`config.mk`:
```
export PLATFORM = sky130hd
export DESIGN_NAME = wb_register_file
export DESIGN_NICKNAME = d
export VERILOG_FILES = /design/src/rtl/cpu_pkg.sv /design/src/rtl/wb_select_mux.sv /design/src/rtl/wb_register_file.sv
export SDC_FILE = /design/constraint.sdc
export NUM_CORES = 2
export LEC_CHECK = 0
export CAP_MARGIN = 5
export CELL_PAD_IN_SITES_DETAIL_PLACEMENT = 0
export CELL_PAD_IN_SITES_GLOBAL_PLACEMENT = 2
export CORE_MARGIN = 3
export CORE_UTILIZATION = 41
export CTS_CLUSTER_SIZE = 25
export DETAILED_ROUTE_END_ITERATION = 10
export GPL_TIMING_DRIVEN = 1
export PLACE_DENSITY = 0.87
export SYNTH_ARGS = -nofsm -noshare
export SYNTH_HDL_FRONTEND = slang
export SYNTH_HIERARCHICAL = 1
export SYNTH_SLANG_ARGS = --single-unit
```
`constraint.sdc`:
```
create_clock -name Clk_in -period 4.4 [get_ports Clk_in]
set_clock_uncertainty 0.2 [all_clocks]
set_input_delay 0.44 -clock Clk_in [delete_from_list [all_inputs] [get_ports Clk_in]]
set_output_delay 0.44 -clock Clk_in [all_outputs]
set_load 0.005 [all_outputs]
```
`src/rtl/cpu_pkg.sv`:
```
// Shared datapath widths and register-file constants for the writeback stage.
// No logic; constants only.
package cpu_pkg;
  localparam int DATA_W   = 32;
  localparam int ADDR_W   = 5;
  localparam int NUM_REGS = 32;

  localparam logic [ADDR_W-1:0] REG_ZERO      = 5'd0;
  localparam logic [DATA_W-1:0] REG_RESET_VAL = '0;
endpackage

```
`src/rtl/wb_select_mux.sv`:
```
// Writeback value select: load data when MemtoReg_in, otherwise ALU result.
// Combinational, zero latency; no backpressure.
module wb_select_mux #(
  parameter int DATA_W = cpu_pkg::DATA_W
) (
  input  logic              MemtoReg_in,
  input  logic [DATA_W-1:0] ALUResult_in,
  input  logic [DATA_W-1:0] MemReadData_in,
  output logic [DATA_W-1:0] WriteData_out
);
  assign WriteData_out = MemtoReg_in ? MemReadData_in : ALUResult_in;
endmodule

```
`src/rtl/wb_register_file.sv`:
```
// 32-entry register file fed by MEM/WB, two async read ports with write bypass, commit counter.
// Writes commit on the next edge, reads are zero-latency; no backpressure, one write per cycle.
module wb_register_file #(
  parameter int DATA_W   = cpu_pkg::DATA_W,
  parameter int ADDR_W   = cpu_pkg::ADDR_W,
  parameter int NUM_REGS = cpu_pkg::NUM_REGS,
  parameter int CNT_W    = 32
) (
  input  logic              Clk_in,
  input  logic              Reset_n_in,
  input  logic              MemtoReg_in,
  input  logic              RegWrite_in,
  input  logic [DATA_W-1:0] ALUResult_in,
  input  logic [DATA_W-1:0] MemReadData_in,
  input  logic [ADDR_W-1:0] WriteReg_in,
  input  logic [ADDR_W-1:0] ReadReg1_in,
  input  logic [ADDR_W-1:0] ReadReg2_in,
  output logic [DATA_W-1:0] ReadData1_out,
  output logic [DATA_W-1:0] ReadData2_out,
  output logic [DATA_W-1:0] WriteData_out,
  output logic [CNT_W-1:0]  WriteCount_out
);
  import cpu_pkg::*;

  logic [DATA_W-1:0] regs [NUM_REGS];
  logic [DATA_W-1:0] write_dat;
  logic [CNT_W-1:0]  write_cnt;
  logic              commit_vld;

  wb_select_mux #(.DATA_W(DATA_W)) u_select (
    .MemtoReg_in    (MemtoReg_in),
    .ALUResult_in   (ALUResult_in),
    .MemReadData_in (MemReadData_in),
    .WriteData_out  (write_dat)
  );

  assign commit_vld = Reset_n_in && RegWrite_in && (WriteReg_in != ADDR_W'(REG_ZERO));

  always_ff @(posedge Clk_in) begin
    if (!Reset_n_in) begin
      for (int i = 0; i < NUM_REGS; i++) begin
        regs[i] <= DATA_W'(REG_RESET_VAL);
      end
      write_cnt <= '0;
    end else if (commit_vld) begin
      regs[WriteReg_in] <= write_dat;
      write_cnt         <= write_cnt + 1'b1;
    end
  end

  // Write-first bypass: a committing write is visible on the read ports in the same cycle.
  always_comb begin
    ReadData1_out = '0;
    ReadData2_out = '0;
    if (Reset_n_in) begin
      if (ReadReg1_in == ADDR_W'(REG_ZERO)) begin
        ReadData1_out = '0;
      end else if (commit_vld && (ReadReg1_in == WriteReg_in)) begin
        ReadData1_out = write_dat;
      end else begin
        ReadData1_out = regs[ReadReg1_in];
      end
      if (ReadReg2_in == ADDR_W'(REG_ZERO)) begin
        ReadData2_out = '0;
      end else if (commit_vld && (ReadReg2_in == WriteReg_in)) begin
        ReadData2_out = write_dat;
      end else begin
        ReadData2_out = regs[ReadReg2_in];
      end
    end
  end

  assign WriteData_out  = write_dat;
  assign WriteCount_out = write_cnt;
endmodule

```
==> run_results.csv <==
group,metric,value,unit
outcome,status,"finished, violations left",
outcome,violations,"negative setup slack",
clock_network,clockBufferDepth,3,
routing,wl_per_cell,32.8,microns
job,maxCapViolations,0,
routing,drt_first_iter_violations,5386,
critical_path,crit_chain,"clkdlybuf4s50_1 -> or2_1 -> o21ai_0 -> o311ai_4 -> buf_12 -> a21oi_1 -> a221o_1 -> clkdlybuf4s50_1",
synth,synth_cell_types,56,
placed_design,hpwlAfterDp,126,mm
global_route,grt_pass1_wl,280,mm
placed_design,place_congestion,0.910,
floorplan,pin_count,211,
critical_path,worstSetupEndpoint,"ReadData1_out[7]",
sta,max-slew-margin-rel,11.3,%
sta,rsz0062_at_grt,"false",
critical_path,reg2reg_to,"WriteCount_out[30]",
sta,tightestPinTransition,1.33,ns
synth,ys_dominant_reg_cell,"edfxtp_1",
sta,post-route-min-period,4.42,ns
floorplan,die_w,378,microns
synth,synth_top_cells_by_count,"edfxtp_1, and2_1, mux4_2",
global_route,grt_max_degree,88,
critical_path,r2r_slack,1.78,ns
sta,hold_viol_final,0,
final_layout,drive_above_1_share,21.9,%
power,peakVddDrop,343,uV
sta,setup_viol_count_final,1,
critical_path,startpoint_type,"input pin",
clock_network,clock-sinks,1056,
sta,fin_ws,-0.0159,ns
placed_design,portBuffers,210,
routing,first_pass_iters,8,
sta,fin_crit_sh,100,%
global_route,gr-usage-all-layers,27.5,%
clock_network,clockRootBuffer,"clkbuf_16",
synth,synth.most_common_cell,"edfxtp_1",
clock_network,path_clk_slew,0.06,ns
synth,netlist_instances,4000,
floorplan,core_area,136000,sq um
global_route,grt_pass1_vias,38300,
floorplan,start_util,41.6,%
clock_network,h-tree-depth,3,
critical_path,cpMostUsedCell,"clkdlybuf4s50_1",
synth,yosys_warnings,6,
critical_path,cp_max_fo,25,
floorplan,rows,135,
critical_path,slowest_stage,"o311ai_4",
clock_network,clock_latency,0.71,ns
synth,synth_seq_area_share,55.4,%
floorplan,dieArea,143000,sq um
global_route,antenna_found_initial,5,
synth,yosysTopAreaCell,"edfxtp_1",
power,power.leakage,22.9,nW
critical_path,cp.arrival,3.78,ns
synth,synth_edf_count,1024,
critical_path,cp_slowest_stage_delay,0.80,ns
critical_path,critPathCaptureType,"output pin",
power,powerDensity,369,nW/um^2
synth,synth_top_area_share,54.2,%
critical_path,ff2ff_path_depth,5,
critical_path,crit_path_start,"WriteReg_in[0]",
routing,detail_route.drc_violations,0,
synth,syn_area,56700,sq um
sta,maxSlewViolCount,0,
synth,synth_seq_cells,1056,
clock_network,ctsHoldBuffers,0,
clock_network,cts_tree,"built",
worst_hold_path,hold_class,"in -> reg",
sta,max_freq,226,MHz
final_layout,nNetsFinal,4274,
routing,routed_wl,199,mm
critical_path,required,3.76,ns
clock_network,cts_made_buffers,110,
global_route,gr-total-overflow,0,
synth,async_reset_ff_share,0,%
floorplan,die_y,378,microns
critical_path,reg2reg_from,"WriteCount_out[0]",
final_layout,design_area,66300,sq um
routing,ant_nets,0,
placed_design,placed_area,62700,sq um
final_layout,syn2layout_area_growth,16.9,%
synth,syn_avg_cell_area,14.2,sq um
routing,via_per_inst,6.33,
critical_path,crit_type,"in -> out",
routing,num_vias,38400,
final_layout,post-route-util,48.6,%
synth,netlist_top_cells_area,"edfxtp_1, mux4_2, and2_1",
## through the flow
step | worst slack [ns] | instances | TNS [ns] | total power [W] | hold WS [ns]
2_1_floorplan | 0.126 | 4031 | 0 | 0.0138 | 0.262
3_3_place_gp | 0.0836 | 5857 | 0 | 0.0153 | 0.261
3_5_place_dp | 0.0150 | 5857 | 0 | 0.0154 | 0.276
4_1_cts | 0.00554 | 6060 | 0 | 0.0244 | 0.192
5_1_grt | 0.0232 | 6067 | 0 | 0.0251 | 0.242
6_report | -0.0159 | 6068 | -0.0159 | 0.0245 | 0.232
## worst min path at each step
stage                            start                  to  slack (ns)  cells past startpoint
finish                      Reset_n_in  WriteCount_out[21]        0.23                      4
global route                Reset_n_in  WriteCount_out[31]        0.24                      4
CTS                         Reset_n_in  WriteCount_out[21]        0.19                      4
detailed placement  WriteCount_out[31]  WriteCount_out[31]        0.28                      2
global placement    WriteCount_out[31]  WriteCount_out[31]        0.26                      2
floorplan           WriteCount_out[31]  WriteCount_out[31]        0.26                      2
## metal layers
metal	vias up	GRT usage [%]	share of wire [%]
met5	-	1.72	0.17
met3	466	7.62	12
met1	19700	35.5	37
met4	4	11.5	4.2
li1	15800	-	-
met2	2408	43.8	47
## critical path, delay by kind of cell
kind | cells | cell delay, ns
buf+inv | 3 | 1.54
compound gates | 4 | 1.47
simple gates | 1 | 0.29
## layout make-up
| type | count | area [sq um] |
|---|---|---|
| flip-flops and latches | 1056 | 31400 |
| multi-input cells | 2544 | 24300 |
| repair buffers | 468 | 4850 |
| fillers | 11600 | 70200 |
| clock buffers | 138 | 2900 |
| diodes | 6 | 15.0 |
| clock inverters | 65 | 579 |
| inverters | 10 | 38.8 |
| well taps | 1781 | 2230 |
## state kept, by name, summed over array words and instances (netlist names)
register	count
regs	1024
WriteCount_out	32
## logic make-up (layout without fill, tap and decap cells)
kind of cell             after synthesis  in the layout  synth area share, %
buffers and inverters                431            681                 3.19
AO/OA/AOI/OAI                        550            550                 7.14
AND/OR/NAND/NOR                     1262           1262                 13.3
flip-flops                          1056           1056                 55.4
other                                  1             38              0.00661
XOR/XNOR                              24             24                0.371
multiplexers                         675            675                 20.7
adder cells (fa/ha/maj)                1              1               0.0221
## cell usage in the layout (no fill, tap or decap), drive strengths merged, types with 2 or more instances in the layout
cell type | synthesis | layout
a211oi | 26 | 26
a21oi | 87 | 87
a221o | 63 | 63
a22oi | 112 | 112
and2 | 1006 | 1006
and3 | 3 | 3
and4 | 2 | 2
buf | 123 | 266
bufinv | 0 | 8
clkbuf | 298 | 140
clkdlybuf4s50 | 0 | 200
clkinv | 2 | 53
clkinvlp | 0 | 4
conb | 1 | 32
dfxtp | 32 | 32
diode | 0 | 6
edfxtp | 1024 | 1024
inv | 8 | 10
mux2 | 32 | 32
mux2i | 259 | 259
mux4 | 384 | 384
nand2 | 94 | 94
nand2b | 8 | 8
nand3 | 13 | 13
nand3b | 24 | 24
nand4 | 6 | 6
nor2 | 64 | 64
nor2b | 4 | 4
nor3 | 7 | 7
nor4 | 5 | 5
o21ai | 66 | 66
o221a | 10 | 10
o221ai | 118 | 118
o22ai | 60 | 60
or2 | 4 | 4
or3 | 18 | 18
or4 | 2 | 2
xnor2 | 20 | 20
xor2 | 4 | 4
## where the power goes
group	switching, W	internal (W)
combinational	0.00200	0.00143
sequential	0.000272	0.0116
clock	0.00405	0.00514
total	0.00633	0.0181
## what timing repair did
item,CTS,global route
gates resized for setup,0,7
setup buffers,0,2
endpoints found under the setup margin,0,37
(Power assumes the default switching activity.)
